==> src/rtl/if_id_skid_buffer.sv <==
// if_id_skid_buffer
//   Two-entry skid buffer between fetch and decode. Carries {instruction,
//   address} with valid/ready handshakes on both sides, a synchronous flush
//   that empties the buffer (NOP on the outputs), and a saturating counter of
//   cycles where decode stalls a valid head entry.
//
// Ports
//   clock           in   rising-edge clock
//   reset_n         in   synchronous active-low reset
//   in_valid        in   fetch presents an instruction
//   in_ready        out  buffer can accept an entry (registered, occupancy != 2)
//   instruction_in  in   fetched instruction
//   instr_addr_in   in   fetch address
//   flush           in   synchronous flush, priority over push/pop
//   out_valid       out  head entry valid for decode
//   out_ready       in   decode consumes the head this cycle
//   instruction_out out  head instruction or NOP_INSTR when empty
//   instr_addr_out  out  head address or 0 when empty
//   occupancy       out  number of valid entries (0..2)
//   stall_count     out  saturating count of out_valid & ~out_ready cycles
module if_id_skid_buffer #(
    parameter int unsigned          INSTR_W   = 16,
    parameter int unsigned          ADDR_W    = 6,
    parameter logic [INSTR_W-1:0]   NOP_INSTR = 16'h0000,
    parameter int unsigned          CNT_W     = 16
) (
    input  logic               clock,
    input  logic               reset_n,
    input  logic               in_valid,
    output logic               in_ready,
    input  logic [INSTR_W-1:0] instruction_in,
    input  logic [ADDR_W-1:0]  instr_addr_in,
    input  logic               flush,
    output logic               out_valid,
    input  logic               out_ready,
    output logic [INSTR_W-1:0] instruction_out,
    output logic [ADDR_W-1:0]  instr_addr_out,
    output logic [1:0]         occupancy,
    output logic [CNT_W-1:0]   stall_count
);

    localparam int unsigned OCC_W = 2;
    localparam logic [CNT_W-1:0] CNT_MAX = {CNT_W{1'b1}};

    logic [INSTR_W-1:0] instr_mem_q [2];
    logic [INSTR_W-1:0] instr_mem_d [2];
    logic [ADDR_W-1:0]  addr_mem_q  [2];
    logic [ADDR_W-1:0]  addr_mem_d  [2];
    logic               head_q, head_d;
    logic               tail_q, tail_d;
    logic [OCC_W-1:0]   occ_q, occ_d;
    logic               in_ready_q, in_ready_d;
    logic               out_valid_q, out_valid_d;
    logic [INSTR_W-1:0] out_instr_q, out_instr_d;
    logic [ADDR_W-1:0]  out_addr_q, out_addr_d;
    logic [CNT_W-1:0]   stall_cnt_q, stall_cnt_d;

    logic push_c;
    logic pop_c;

    // Handshake qualifiers; in_ready comes from a register, so no path from out_ready.
    assign push_c = in_valid & in_ready_q & ~flush;
    assign pop_c  = out_valid_q & out_ready & ~flush;

    // Next-state for storage, pointers, occupancy and the registered head view.
    always_comb begin
        instr_mem_d[0] = instr_mem_q[0];
        instr_mem_d[1] = instr_mem_q[1];
        addr_mem_d[0]  = addr_mem_q[0];
        addr_mem_d[1]  = addr_mem_q[1];
        head_d         = head_q;
        tail_d         = tail_q;
        occ_d          = occ_q;

        if (flush) begin
            head_d = 1'b0;
            tail_d = 1'b0;
            occ_d  = '0;
        end else begin
            if (push_c) begin
                instr_mem_d[tail_q] = instruction_in;
                addr_mem_d[tail_q]  = instr_addr_in;
                tail_d              = ~tail_q;
            end
            if (pop_c) begin
                head_d = ~head_q;
            end
            occ_d = occ_q + OCC_W'(push_c) - OCC_W'(pop_c);
        end

        // Outputs are registered copies of whatever will be the head next cycle.
        in_ready_d  = (occ_d != OCC_W'(2));
        out_valid_d = (occ_d != '0);
        out_instr_d = out_valid_d ? instr_mem_d[head_d] : NOP_INSTR;
        out_addr_d  = out_valid_d ? addr_mem_d[head_d]  : '0;
    end

    // Saturating stall counter; flush cycles are not counted as stalls.
    always_comb begin
        stall_cnt_d = stall_cnt_q;
        if (out_valid_q && !out_ready && !flush && (stall_cnt_q != CNT_MAX)) begin
            stall_cnt_d = stall_cnt_q + CNT_W'(1);
        end
    end

    always_ff @(posedge clock) begin
        if (!reset_n) begin
            instr_mem_q[0] <= '0;
            instr_mem_q[1] <= '0;
            addr_mem_q[0]  <= '0;
            addr_mem_q[1]  <= '0;
            head_q         <= 1'b0;
            tail_q         <= 1'b0;
            occ_q          <= '0;
            in_ready_q     <= 1'b1;
            out_valid_q    <= 1'b0;
            out_instr_q    <= NOP_INSTR;
            out_addr_q     <= '0;
            stall_cnt_q    <= '0;
        end else begin
            instr_mem_q[0] <= instr_mem_d[0];
            instr_mem_q[1] <= instr_mem_d[1];
            addr_mem_q[0]  <= addr_mem_d[0];
            addr_mem_q[1]  <= addr_mem_d[1];
            head_q         <= head_d;
            tail_q         <= tail_d;
            occ_q          <= occ_d;
            in_ready_q     <= in_ready_d;
            out_valid_q    <= out_valid_d;
            out_instr_q    <= out_instr_d;
            out_addr_q     <= out_addr_d;
            stall_cnt_q    <= stall_cnt_d;
        end
    end

    assign in_ready        = in_ready_q;
    assign out_valid       = out_valid_q;
    assign instruction_out = out_instr_q;
    assign instr_addr_out  = out_addr_q;
    assign occupancy       = occ_q;
    assign stall_count     = stall_cnt_q;

endmodule

==> config.mk <==
export PLATFORM = sky130hd
export DESIGN_NAME = if_id_skid_buffer
export DESIGN_NICKNAME = d
export VERILOG_FILES = /design/src/rtl/if_id_skid_buffer.sv
export SDC_FILE = /design/constraint.sdc
export NUM_CORES = 1
export LEC_CHECK = 0
export CORE_MARGIN = 5
export CORE_UTILIZATION = 55
export DETAILED_ROUTE_END_ITERATION = 8
export HOLD_SLACK_MARGIN = 0.02
export PLACE_DENSITY_LB_ADDON = 0.05
export SYNTH_ARGS = -nofsm -noshare
export SYNTH_HDL_FRONTEND = slang
export SYNTH_SLANG_ARGS = --single-unit
export TNS_END_PERCENT = 10
==> constraint.sdc <==
create_clock -name clock -period 6.09 [get_ports clock]
set_clock_uncertainty 0.2 [all_clocks]
set_input_delay 0.9135 -clock clock [delete_from_list [all_inputs] [get_ports clock]]
set_output_delay 0.9135 -clock clock [all_outputs]
set_load 0.01 [all_outputs]
==> impl_metrics.yaml <==
status:
  status: "finished clean"
route:
  num_vias: 3188
  postRouteAntennaNets: 0
  drt_drc_violations_left: 0
  wl_mm: 8.56
  post_dr_wirelength_cell_um: 15.4
  drt_first_iter_violations: 224
  pre_antenna_drt_iters: 4
  viasPerCell: 5.72
cells_and_area:
  layout.nets: 505
  register_area_um2: 1760
  multi_input_area_um2: 1750
  num_antenna_cells: 0
  share_of_cells_above_drive_strength_1: 0.0750
  fillCellCount: 505
  final_util: 0.719
  synthesis_to_finish_area_growth_pct: 26.3
clock_network:
  cts-hold-fix-buffers: 0
  cts_buffers: 9
  cts_tree: "built"
  clk_transition_reported_paths_ns: 0.09
  max-clock-path-buffers: 2
  post_cts.repair.setup_buffers: 0
  insertion_delay_ns: 0.35
  clock_root_cell: "sky130_fd_sc_hd__clkbuf_8"
  numClockSinks: 88
  post_cts.resized_instances: 0
  htree_levels: 3
floorplanning:
  num_io_pins: 69
  die_width_um: 91.3
  fp.dieArea_um2: 8340
  initial_utilization: 0.570
  die_height_um: 91.3
  site_rows: 29
  floorplan.core_area_um2: 6390
global_route:
  global_route.overflow_total: 0
  antenna_violations_before_repair: 0
  grt_pass1_wl_mm: 14.4
  vias_in_the_first_global_route: 3072
  track_usage: 0.208
  grt_max_degree: 46
timing:
  rsz_0062_raised_after_global_routing: "no"
  min_period_ns: 3.71
  report.final.slew_viol_count: 0
  clock.fmax_mhz: 270
  relSlewSlack: 0.211
  finalSetupViolCount: 0
  report.final.hold_viol_count: 0
  worst-slew-pin-transition_ns: 1.18
  layout_worst_path_cycle_share: 0.609
  tns_ns: 0
logic_synthesis:
  post_synth_most_frequent_cells: "97 x sky130_fd_sc_hd__nand2_1, 88 x sky130_fd_sc_hd__dfxtp_1, 54 x sky130_fd_sc_hd__a21oi_1"
  synth.yosys.seq_area_share: 0.484
  synth_most_common_cell: "sky130_fd_sc_hd__nand2_1"
  syn_inst: 416
  synth_top_area_cell: "sky130_fd_sc_hd__dfxtp_1"
  yosys_warnings: 0
  ys.flop_type: "sky130_fd_sc_hd__dfxtp_1"
  post_synth_instance_area_um2: 3640
  cell_variety_after_synth: 42
  async_reset_ff_frac: 0
  synth-seq-cells: 88
  largest_cells_by_area_after_synthesis: "sky130_fd_sc_hd__dfxtp_1 48%, sky130_fd_sc_hd__nand2_1 10%, sky130_fd_sc_hd__or3_1 8.4%"
  syn_nets: 446
  post-synth-top-area-fraction: 0.484
  synth_edf_count: 0
  synth.avg_cell_area_um2: 8.75
power:
  leakagePower_nw: 1.62
  ratio_of_total_power_to_cell_area_nw_per_um2: 248
  max-vdd-ir-drop_mv: 0.180
worst_setup_path:
  worstSetupPathType: "input pin to register"
  crit_path_cells: "clkdlybuf4s50_1 -> and3b_2 -> ha_1 -> inv_1 -> ha_1 -> xor2_1 -> xnor2_1 -> a21oi_2 -> o2111a_1"
  crit_fanout: 23
  cpMaxStageDelayCell: "sky130_fd_sc_hd__a21oi_2"
  worst_case_register_to_register_setup_slack_ns: 3.22
  crit_path_max_incr_delay_ns: 0.89
  critPathLaunchType: "input pin"
  worst-path-buf-inv: 2
  cp.arrival_ns: 3.79
  setup.worst_path.end_class: "register"
  worstPathRequired_ns: 6.17
  crit_path_frequent_cell: "sky130_fd_sc_hd__ha_1"
  critPathTopFamily: "compound AO/OA/AOI/OAI gates"
flow_run:
  max_cap_viol_count: 0
worst_hold_path:
  worst_hold_path_type: "register to register"
placement:
  hpwl_mm: 5.40
  gp_routability_congestion: 0.831
  port_buffers: 68
## layout by cell type, fill, tap and decap left out, drive strengths merged, types with 6 or more instances in the layout
cell type,instances
a21oi,54
buf,7
clkbuf,10
clkdlybuf4s50,68
dfxtp,88
inv,6
nand2,97
nor2,10
o2111a,22
or3,49
## kinds of logic after synthesis
family | Yosys count | synth area share
AND/OR/NAND/NOR | 189 | 0.267
AO/OA/AOI/OAI | 95 | 0.179
flip-flops | 88 | 0.484
buffers and inverters | 33 | 0.0375
XOR/XNOR | 4 | 0.00963
multiplexers | 4 | 0.0124
adder cells (fa/ha/maj) | 3 | 0.0103
## worst reg2reg max path, delay by kind of cell (launching register included)
| family | cells | cell delay [ns] |
|---|---|---|
| adders and majority gates | 2 | 0.44 |
| DFF | 1 | 0.36 |
| buffers and inverters | 1 | 0.04 |
| AOI/OAI and AO/OA | 2 | 1.23 |
| xor gates and xnor gates | 2 | 0.31 |
| and+or+nand+nor | 1 | 0.22 |
## path summary, 6_finish.rpt
check | startpoint | end | cells after the start
setup / recovery | flush | instruction_out[14] | 9
hold / removal | instr_mem_q[0][29] | instr_mem_q[0][29] | 2
hold reg to reg | instr_mem_q[0][29] | instr_mem_q[0][29] | 2
setup reg to reg | out_valid | instruction_out[14] | 8
## where the power goes
| group | internal (mW) | switching [mW] | leakage (nW) | total (mW) |
|---|---|---|---|---|
| registers | 0.588 | 0.00556 | 0.712 | 0.593 |
| logic | 0.0444 | 0.0504 | 0.793 | 0.0948 |
| clock network | 0.244 | 0.209 | 0.113 | 0.453 |
| total | 0.876 | 0.265 | 1.62 | 1.14 |
## metrics by stage
step,power [mW],hold slack [ns],setup slack [ns],cell area [um^2],cells
finish,1.14,0.253,2.38,4590,557
global route,1.18,0.272,2.18,4590,557
CTS,1.15,0.255,2.40,4590,557
detailed placement,0.702,0.243,2.04,4370,541
global placement,0.700,0.237,2.12,4370,541
floorplan,0.656,0.232,3.23,3640,416
## state kept, by name (all words and copies together), names as in the netlist
name             flops
addr_mem_q          12
stall_count         16
tail_q               1
out_valid            1
head_q               1
in_ready             1
occupancy            2
instruction_out     16
instr_addr_out       6
instr_mem_q         32
## cell type report
| class | instances | share of cell area |
|---|---|---|
| Sequential cell | 88 | 0.383 |
| Multi-Input combinational cell | 295 | 0.382 |
| Timing Repair Buffer | 75 | 0.160 |
| Clock buffer | 10 | 0.0300 |
| Tap cell | 77 | 0.0210 |
| Clock inverter | 6 | 0.0196 |
| Inverter | 6 | 0.00490 |
## metal layers
metal / wire (um) / GRT usage
met1: 3870 / 0.270
met2: 4190 / 0.341
met3: 414 / 0.0355
met4: 91 / 0.0880
met5: 0 / 0
Note: power is estimated with default switching activity, not from simulation.
